$ cat src/rtl/ledsuit_pkg.sv
// Shared types and default WS2812 timing for the LED-suit strip drivers.
// scale_byte is only used when WS2812_BRIGHTNESS_EN is defined.
package ledsuit_pkg;
  typedef enum logic [1:0] {IDLE, LATCH, FETCH, SHIFT} state_t;

  localparam int DEF_TOTAL_PULSE_TIME = 70;
  localparam int DEF_ZERO_PULSE_TIME  = 20;
  localparam int DEF_ONE_PULSE_TIME   = 50;
  localparam int DEF_RESET_PULSE_TIME = 50000;

  typedef logic [7:0] LED_BYTE_T;

  // (b * (br + 1)) >> 8; br = 0xFF passes the byte through unchanged.
  function automatic LED_BYTE_T scale_byte(input LED_BYTE_T b, input logic [7:0] br);
    logic [16:0] p;
    p = 17'(b) * (17'(br) + 17'd1);
    return p[15:8];
  endfunction
endpackage

$ cat src/rtl/ws2812_bit_timer.sv
// One WS2812 bit period: cycle counter plus registered pulse shaping of the data line.
module ws2812_bit_timer #(
  parameter int TOTAL_PULSE_TIME = 70,
  parameter int ZERO_PULSE_TIME  = 20,
  parameter int ONE_PULSE_TIME   = 50
) (
  input  logic clk,
  input  logic rst,
  input  logic start,
  input  logic bit_value,
  output logic led_strip_do,
  output logic bit_end
);
  localparam int CW = $clog2(TOTAL_PULSE_TIME);
  localparam logic [CW-1:0] HI1  = CW'(ONE_PULSE_TIME);
  localparam logic [CW-1:0] HI0  = CW'(ZERO_PULSE_TIME);
  localparam logic [CW-1:0] LAST = CW'(TOTAL_PULSE_TIME - 1);

  logic [CW-1:0] cnt;

  assign bit_end = start && (cnt == LAST);

  always_ff @(posedge clk) begin
    if (rst) begin
      cnt          <= '0;
      led_strip_do <= 1'b0;
    end else begin
      cnt          <= (!start || bit_end) ? '0 : cnt + CW'(1);
      led_strip_do <= start && (cnt < (bit_value ? HI1 : HI0));
    end
  end
endmodule

$ cat src/rtl/ws2812_frame_driver.sv
// Streams NUM_LEDS*BYTES_PER_LED frame-buffer bytes onto a WS2812 strip, latch gap first.
// Define WS2812_BRIGHTNESS_EN to add the brightness port and per-byte scaling.
module ws2812_frame_driver
  import ledsuit_pkg::*;
#(
  parameter int NUM_LEDS         = 160,
  parameter int BYTES_PER_LED    = 3,
  parameter int ADDR_W           = 13,
  parameter int BASE_ADDR        = 0,
  parameter int TOTAL_PULSE_TIME = DEF_TOTAL_PULSE_TIME,
  parameter int ZERO_PULSE_TIME  = DEF_ZERO_PULSE_TIME,
  parameter int ONE_PULSE_TIME   = DEF_ONE_PULSE_TIME,
  parameter int RESET_PULSE_TIME = DEF_RESET_PULSE_TIME
) (
  input  logic              clk,
  input  logic              rst,
  input  logic              enable,
`ifdef WS2812_BRIGHTNESS_EN
  input  logic [7:0]        brightness,
`endif
  output logic              busy,
  output logic              frame_done,
  output logic              mem_en,
  output logic [ADDR_W-1:0] mem_addr,
  input  logic [7:0]        mem_dout,
  output logic              led_strip_do
);
  localparam int NBYTES = NUM_LEDS * BYTES_PER_LED;
  localparam int IDX_W  = (NBYTES > 1) ? $clog2(NBYTES) : 1;
  localparam int LCW    = $clog2(RESET_PULSE_TIME + 1);

  if (BASE_ADDR + NBYTES > (1 << ADDR_W)) begin : g_addr_chk
    $error("frame buffer does not fit in ADDR_W address bits");
  end

  state_t          state, state_nx;
  logic [LCW-1:0]  latch_cnt;
  logic            fetch_ph, rd_pend;
  logic [IDX_W-1:0] byte_idx;
  logic [2:0]      bit_idx;
  LED_BYTE_T       shift_reg, hold_reg, byte_in;
  logic            bit_end, latch_end, byte_end, last_byte, frame_end;

`ifdef WS2812_BRIGHTNESS_EN
  assign byte_in = scale_byte(mem_dout, brightness);
`else
  assign byte_in = mem_dout;
`endif

  assign busy      = (state != IDLE);
  assign latch_end = (state == LATCH) && (latch_cnt == LCW'(RESET_PULSE_TIME - 1));
  assign byte_end  = bit_end && (bit_idx == 3'd7);
  assign last_byte = (byte_idx == IDX_W'(NBYTES - 1));
  assign frame_end = byte_end && last_byte;

  always_ff @(posedge clk) begin
    if (rst) state <= IDLE;
    else     state <= state_nx;
  end

  always_comb begin
    state_nx = state;
    case (state)
      IDLE:  if (enable) state_nx = LATCH;
      LATCH: if (latch_end) state_nx = FETCH;
      FETCH: if (fetch_ph) state_nx = SHIFT;
      SHIFT: if (frame_end) state_nx = enable ? LATCH : IDLE;
      default: state_nx = IDLE;
    endcase
  end

  // Byte n+1 is requested at the start of byte n and parked in hold_reg until bit 7 ends.
  always_ff @(posedge clk) begin
    if (rst) begin
      latch_cnt  <= '0;
      fetch_ph   <= 1'b0;
      rd_pend    <= 1'b0;
      byte_idx   <= '0;
      bit_idx    <= '0;
      shift_reg  <= '0;
      hold_reg   <= '0;
      mem_en     <= 1'b0;
      mem_addr   <= ADDR_W'(BASE_ADDR);
      frame_done <= 1'b0;
    end else begin
      mem_en     <= 1'b0;
      rd_pend    <= mem_en;
      frame_done <= frame_end;
      latch_cnt  <= (state == LATCH && !latch_end) ? latch_cnt + LCW'(1) : '0;
      fetch_ph   <= (state == FETCH) && !fetch_ph;
      if (rd_pend) hold_reg <= byte_in;
      if (latch_end) begin
        mem_en   <= 1'b1;
        mem_addr <= ADDR_W'(BASE_ADDR);
        byte_idx <= '0;
        bit_idx  <= '0;
      end
      if (state == FETCH && fetch_ph) begin
        shift_reg <= byte_in;
        if (NBYTES > 1) begin
          mem_en   <= 1'b1;
          mem_addr <= ADDR_W'(BASE_ADDR + 1);
        end
      end
      if (bit_end) begin
        if (byte_end) begin
          bit_idx   <= '0;
          shift_reg <= hold_reg;
          if (!last_byte) begin
            byte_idx <= byte_idx + IDX_W'(1);
            if (int'(byte_idx) < NBYTES - 2) begin
              mem_en   <= 1'b1;
              mem_addr <= ADDR_W'(BASE_ADDR + int'(byte_idx) + 2);
            end
          end
        end else begin
          bit_idx   <= bit_idx + 3'd1;
          shift_reg <= {shift_reg[6:0], 1'b0};
        end
      end
    end
  end

  ws2812_bit_timer #(
    .TOTAL_PULSE_TIME(TOTAL_PULSE_TIME),
    .ZERO_PULSE_TIME (ZERO_PULSE_TIME),
    .ONE_PULSE_TIME  (ONE_PULSE_TIME)
  ) u_bit_timer (
    .clk         (clk),
    .rst         (rst),
    .start       (state == SHIFT),
    .bit_value   (shift_reg[7]),
    .led_strip_do(led_strip_do),
    .bit_end     (bit_end)
  );
endmodule

$ cat config.mk
export PLATFORM = sky130hd
export DESIGN_NAME = ws2812_frame_driver
export DESIGN_NICKNAME = d
export VERILOG_FILES = /design/src/rtl/ledsuit_pkg.sv /design/src/rtl/ws2812_bit_timer.sv /design/src/rtl/ws2812_frame_driver.sv
export SDC_FILE = /design/constraint.sdc
export NUM_CORES = 1
export LEC_CHECK = 0
export ABC_AREA = 1
export CAP_MARGIN = 10
export CORE_ASPECT_RATIO = 0.6
export CORE_MARGIN = 4
export CORE_UTILIZATION = 35
export CTS_CLUSTER_DIAMETER = 30
export DETAILED_ROUTE_END_ITERATION = 6
export GPL_TIMING_DRIVEN = 1
export PLACE_DENSITY = 0.63
export SYNTH_ARGS = -nofsm -noshare
export SYNTH_HDL_FRONTEND = slang
export SYNTH_SLANG_ARGS = --single-unit
$ cat constraint.sdc
create_clock -name clk -period 3 [get_ports clk]
set_input_delay 0.6 -clock clk [delete_from_list [all_inputs] [get_ports clk]]
set_output_delay 0.6 -clock clk [all_outputs]
set_load 0.01 [all_outputs]
==> results of run 1 <==
cells in the mapped netlist (7+ instances only):
| library cell | count | area share (%) |
|---|---|---|
| nand2_1 | 85 | 9.2 |
| dfxtp_1 | 71 | 41 |
| nor2_1 | 58 | 6.3 |
| inv_1 | 38 | 4.1 |
| a21oi_1 | 29 | 4.2 |
| nand3_1 | 29 | 4.2 |
| o21ai_0 | 26 | 3.7 |
| ha_1 | 14 | 5.0 |
| xor2_1 | 14 | 3.5 |
| inv_2 | 9 | 0.97 |
| nor3_1 | 8 | 1.2 |
| nand3_2 | 7 | 2.0 |
| nor2_4 | 7 | 2.3 |
| o211ai_1 | 7 | 1.5 |
worst min-delay path, delay by kind of cell, from the launching register on:
kind                   cells  cell delay (ps)
buffers and inverters      1               40
DFF                        1              300
and+or+nand+nor            1               40
power groups by stage:
| stage | registers, mW | clock network, mW | logic [mW] |
|---|---|---|---|
| after floorplan | 1.00 | 0 | 0.129 |
| after global placement | 1.01 | 0 | 0.189 |
| after detailed placement | 1.01 | 0 | 0.196 |
| after CTS | 0.988 | 1.19 | 0.197 |
| after global routing | 0.991 | 1.23 | 0.226 |
| final | 0.988 | 1.16 | 0.196 |
worst max-delay path by stage:
| stage | from | to | slack, ps | cells after the start |
|---|---|---|---|---|
| floorplan | bit_idx[0] | mem_addr[3] | 1510 | 8 |
| global placement | rst | latch_cnt[14] | 670 | 6 |
| detailed placement | rst | latch_cnt[2] | 670 | 4 |
| CTS | state[0] | busy | 670 | 4 |
| global route | state[0] | busy | 580 | 4 |
| finish | state[0] | busy | 680 | 4 |
logic make-up (layout without fill, tap and decap cells):
group / Yosys count / after routing
compound gates: 72 / 72
flops: 71 / 71
fa+ha+maj: 14 / 14
buf+inv: 60 / 93
xor+xnor: 15 / 15
simple gates: 220 / 220
layout by cell type, fill, tap and decap left out, drive strengths merged:
cell	synthesis	layout
a21oi	35	35
a31oi	1	1
and2	1	1
and3	1	1
buf	8	2
bufinv	0	2
clkbuf	4	13
clkdlybuf4s50	0	27
clkinv	1	2
dfxtp	71	71
ha	14	14
inv	47	47
nand2	89	89
nand3	39	39
nand3b	1	1
nand4	6	6
nor2	69	69
nor3	8	8
nor3b	3	3
o211ai	7	7
o21ai	27	27
o21bai	1	1
o22ai	1	1
or2	3	3
xnor2	1	1
xor2	14	14
cell type report:
type | instances | area (sq um) | area share, %
multi-input cells | 321 | 1800 | 43.2
well taps | 130 | 163 | 3.89
inverters | 48 | 181 | 4.34
repair buffers | 29 | 285 | 6.82
flip-flops and latches | 71 | 1420 | 34.0
clock inverters | 3 | 65.1 | 1.56
clock buffers | 13 | 260 | 6.23
stage by stage:
step                      area (sq um)  instances  setup WS [ps]  hold slack [ps]
final                             4180        615            682              438
after global routing              4180        615            578              471
after CTS                         4180        615            674              443
after detailed placement          3850        599            671              435
after global placement            3850        599            673              429
after floorplan                   3470        452           1510              418
metal layers:
metal / global-route usage [%] / vias to the layer above / share of wire (%)
li1: - / 1531 / -
met1: 19.5 / 1378 / 52
met4: 4.21 / 0 / 1.1
met2: 20.7 / 48 / 42
met3: 5.39 / 12 / 5.1
met5: 0 / - / 0
==> impl_metrics.csv, run 1 <==
group,metric,value,unit
route,antenna_left,0,
timing,finalCritPeriodShare,77.3,%
setup_path,regToRegEndpoint,"mem_addr[0]",
power_and_ir_drop,power_frac_clock,49.5,%
yosys,synth_top_family_by_area,"simple AND/OR/NAND/NOR gates",
yosys,yosysWarnings,0,
timing,hold_viol_final,0,
die,die_w,137,microns
layout,drive_above_1_share,12.4,%
clock_tree,clock_latency,340,ps
global_route,overflow,0,
yosys,synth_area_per_cell,7.68,sq um
clock_tree,cts_buffer_depth,2,
die,die_h,85.2,microns
layout,antenna_cells,0,
route,vias,2969,
die,initial_core_util,36.8,%
timing,rsz0062_at_grt,"false",
clock_tree,htree_levels,3,
setup_path,critical_path_buf_inv_count,3,
layout,nets,505,
placed_design,hpwl,5470,microns
setup_path,reg2reg_depth,6,
route,vias_per_cell,4.83,
yosys,synth_fa_ha_area_share,5.05,%
clock_tree,clock-sinks,71,
yosys,ys_ff_latch,71,
power_and_ir_drop,power_frac_comb,8.3,%
power_and_ir_drop,swShare,22.5,%
global_route,grt_pass1_wl,13300,microns
layout,utilization,44.4,%
layout,fillers,948,
global_route,grt_pass1_vias,2828,
timing,setup-tns-final,0,ps
setup_path,arrival,1720,ps
hold_path,holdCritPathClass,"reg2reg",
power_and_ir_drop,p_sw,0.527,mW
power_and_ir_drop,p_leak,1.55,nW
route,first_iter_violations,237,
setup_path,critPathSlowestCell,"clkdlybuf4s50_1",
timing,fmax,431,MHz
setup_path,cp-end-kind,"primary output",
power_and_ir_drop,peakVddDrop,0.000304,V
power_and_ir_drop,powerDensity,561,mW/mm^2
timing,min_period,2320,ps
power_and_ir_drop,power,2.35,mW
hold_path,worstHoldPathCells,2,
layout,largest_register_ffs,16,
power_and_ir_drop,seqPwrFrac,42.1,%
clock_tree,clkTransAtPathRegs,60,ps
route,routed_wl,7690,microns
setup_path,rrSetupSlack,870,ps
power_and_ir_drop,intPower,1.82,mW
route,dr.pass1.iters,5,
placed_design,globalplace.congestion,0.837,
yosys,yosys.area_share.simple,31.5,%
setup_path,r2r-start,"state[0]",
yosys,synthXorXnorAreaFrac,3.78,%
clock_tree,cts_resized,0,
yosys,synth_cells,452,
die,row_count,27,
clock_tree,cts_buffers,9,
route,drc,0,
yosys,ys.flop_type,"dfxtp_1",
layout,largest-register,"latch_cnt",
clock_tree,cts_tree,"yes",
route,wire_per_inst,12.5,microns
outcome,status,"finished, final reports clean",
yosys,synth_cell_types,39,
setup_path,cp-start-kind,"flip-flop",
global_route,grt_use_total,14.2,%
global_route,grt_max_degree,20,
setup_path,path_delay_family,"buffers and inverters",
setup_path,crit_type,"reg2out",
layout,reg_top3,"latch_cnt (16), mem_addr (13), byte_idx (9)",
setup_path,path_cells,"inv_1 -> ha_1 -> inv_1 -> clkdlybuf4s50_1",
yosys,syn_area,0.00347,sq mm
clock_tree,root_buffer,"clkbuf_16",
timing,finalSetupViolations,0,
timing,slew_headroom,57.7,%
yosys,synthArstFlopShare,0,%
timing,maxSlewViolCount,0,
job,cap_violations,0,
die,core,0.00943,sq mm
setup_path,worstPathRequired,2400,ps
hold_path,worstHoldStart,"mem_en",
setup_path,crit_fanout,5,
setup_path,path_common_cell,"inv_1",
yosys,seq_area_frac_synth,40.9,%
hold_path,holdPathEnd,"rd_pend",
timing,finalClockSkew,4.40,ps
clock_tree,postCtsSetupRepairBufs,0,
yosys,synth-edff-count,0,
die,ios,28,
timing,tightest_slew,633,ps
yosys,syn_nets,477,
placed_design,port_buffers,27,
die,dieArea,0.0116,sq mm
setup_path,slowest_delay,540,ps
global_route,antenna_found_initial,0,
clock_tree,hold_buffers,0,
layout,area_growth,20.4,%
yosys,synth_mux_area_share,0,%
yosys,synth-compound-area-share,11.7,%
(Power assumes the default switching activity.)
==> inputs of run 2 (changes only) <==
--- a/config.mk
+++ b/config.mk
@@ -13,7 +13,7 @@
 export CTS_CLUSTER_DIAMETER = 30
 export DETAILED_ROUTE_END_ITERATION = 6
 export GPL_TIMING_DRIVEN = 1
-export PLACE_DENSITY = 0.63
+export PLACE_DENSITY = 0.64
 export SYNTH_ARGS = -nofsm -noshare
 export SYNTH_HDL_FRONTEND = slang
 export SYNTH_SLANG_ARGS = --single-unit
==> constraint.sdc (replaced) <==
create_clock -name clk -period 2 [get_ports clk]
set_input_delay 0.4 -clock clk [delete_from_list [all_inputs] [get_ports clk]]
set_output_delay 0.4 -clock clk [all_outputs]
set_load 0.01 [all_outputs]
==> run 2 against run 1 <==
Against the previous run: combinational power increased by 50%; worst hold slack about the same; flip-flop and latch count is the same; clock-buffer cell count fell by 2; critical path depth unchanged; cell area grew 0.81%; clock power increased by 46%; sequential power is 51% higher; global-route usage up 0.22 points; sequential share of layout area shrank 0.21 points; largest power group unchanged.
==> impl_metrics.csv, run 2 (synthesis gave the netlist of run 1 again) <==
group,metric,value,unit
clock_tree,clock_latency,330,ps
global_route,grt_max_degree,20,
die,die_h,85.2,microns
global_route,antenna_found_initial,0,
route,antenna_left,0,
clock_tree,clkTransAtPathRegs,50,ps
layout,antenna_cells,0,
setup_path,path_common_cell,"inv_1",
global_route,grt_pass1_wl,13500,microns
power_and_ir_drop,intPower,2.69,mW
route,drc,0,
power_and_ir_drop,p_leak,1.58,nW
job,cap_violations,0,
route,routed_wl,7720,microns
layout,regArea,0.00142,sq mm
layout,area_growth,21.4,%
route,vias_per_cell,4.89,
timing,hold_viol_final,0,
die,initial_core_util,36.8,%
power_and_ir_drop,seqPwrFrac,42.8,%
outcome,status,"finished, final reports clean",
clock_tree,clock-sinks,71,
layout,nets,511,
clock_tree,hold_buffers,0,
clock_tree,cts_resized,3,
global_route,grt_use_total,14.4,%
clock_tree,postCtsSetupRepairBufs,0,
die,ios,28,
placed_design,hpwl,5700,microns
setup_path,path_cells,"inv_1 -> ha_1 -> inv_1 -> dlygate4sd2_1",
timing,min_period,1710,ps
placed_design,port_buffers,27,
timing,fmax,584,MHz
setup_path,regToRegEndpoint,"mem_addr[0]",
setup_path,slowest_delay,360,ps
hold_path,worstHoldStart,"mem_addr[10]",
hold_path,holdCritPathClass,"reg2reg",
die,die_w,137,microns
power_and_ir_drop,powerDensity,824,mW/mm^2
global_route,grt_pass1_vias,2892,
clock_tree,cts_tree,"yes",
layout,layout_commonest_cell,"nand2_1",
layout,drive_above_1_share,13.9,%
clock_tree,htree_levels,3,
layout,largest-register,"latch_cnt",
timing,setup-tns-final,0,ps
setup_path,arrival,1310,ps
setup_path,cp-start-kind,"flip-flop",
timing,rsz0062_at_grt,"false",
setup_path,crit_fanout,5,
timing,finalClockSkew,3.69,ps
layout,reg_top3,"latch_cnt (16), mem_addr (13), byte_idx (9)",
route,first_iter_violations,214,
setup_path,rrSetupSlack,290,ps
timing,tightest_slew,392,ps
layout,final_cell_mix,"nand2_1 (85), dfxtp_1 (69), nor2_1 (58)",
power_and_ir_drop,power,3.47,mW
power_and_ir_drop,power_frac_clock,48.7,%
setup_path,critPathSlowestCell,"dfxtp_2",
placed_design,globalplace.congestion,0.847,
setup_path,crit_type,"reg2out",
layout,largest_register_ffs,16,
clock_tree,root_buffer,"clkbuf_16",
route,vias,3031,
timing,finalSetupViolations,0,
power_and_ir_drop,p_sw,0.785,mW
power_and_ir_drop,swShare,22.6,%
clock_tree,cts_buffer_depth,2,
layout,multi_input_area,0.00180,sq mm
die,core,0.00943,sq mm
power_and_ir_drop,peakVddDrop,0.000459,V
route,dr.pass1.iters,5,
die,dieArea,0.0116,sq mm
timing,finalCritPeriodShare,85.6,%
hold_path,holdPathEnd,"mem_addr[10]",
route,wire_per_inst,12.4,microns
setup_path,reg2reg_depth,8,
setup_path,r2r-start,"byte_idx[0]",
setup_path,worstPathRequired,1600,ps
setup_path,cp-end-kind,"primary output",
power_and_ir_drop,power_frac_comb,8.5,%
clock_tree,cts_buffers,9,
hold_path,worstHoldPathCells,2,
die,row_count,27,
global_route,overflow,0,
layout,fillers,911,
timing,maxSlewViolCount,0,
timing,slew_headroom,73.8,%
==> run 2: power groups by stage <==
stage	clock network (mW)	logic, mW	registers, mW
2_1_floorplan	0	0.193	1.50
3_3_place_gp	0	0.296	1.51
3_5_place_dp	0	0.300	1.51
4_1_cts	1.73	0.296	1.48
5_1_grt	1.79	0.337	1.49
6_report	1.69	0.294	1.49
==> run 2: worst max path at each step <==
stage	start	to	cells after the start
after floorplan	bit_idx[0]	mem_addr[3]	8
after global placement	byte_idx[0]	mem_addr[6]	8
after detailed placement	state[0]	busy	4
after CTS	state[0]	busy	4
after global routing	byte_idx[0]	mem_addr[6]	8
final	state[0]	busy	4
==> run 2: routing by layer <==
| metal | track usage (%) | vias to the layer above | part of all wire (%) |
|---|---|---|---|
| li1 | - | 1541 | - |
| met1 | 19.8 | 1409 | 51 |
| met2 | 21.1 | 71 | 42 |
| met3 | 5.69 | 10 | 6.3 |
| met4 | 3.75 | 0 | 0.92 |
| met5 | 0 | - | 0 |
==> run 2: layout make-up <==
cell class	count	area share, %
Clock buffer	11	5.76
Timing Repair Buffer	35	7.81
Sequential cell	71	33.8
Inverter	48	4.31
Multi-Input combinational cell	321	42.8
Tap cell	130	3.86
Clock inverter	4	1.66
==> run 2: through the flow <==
step           cells  util [%]  hold WS, ps  worst slack (ps)  area (sq um)
4_1_cts          620      44.7          442               263          4210
2_1_floorplan    452         -          418               508          3470
6_report         620      44.7          438               289          4210
5_1_grt          620      44.7          467               158          4210
3_3_place_gp     605      41.4          429               332          3900
3_5_place_dp     605      41.4          436               295          3900
==> run 2: worst max-delay path: cells and delay by family (launching register included) <==
kind                       cells  cell delay, ps
adders and majority gates      1             200
DFF                            1             360
buffers and inverters          3             420
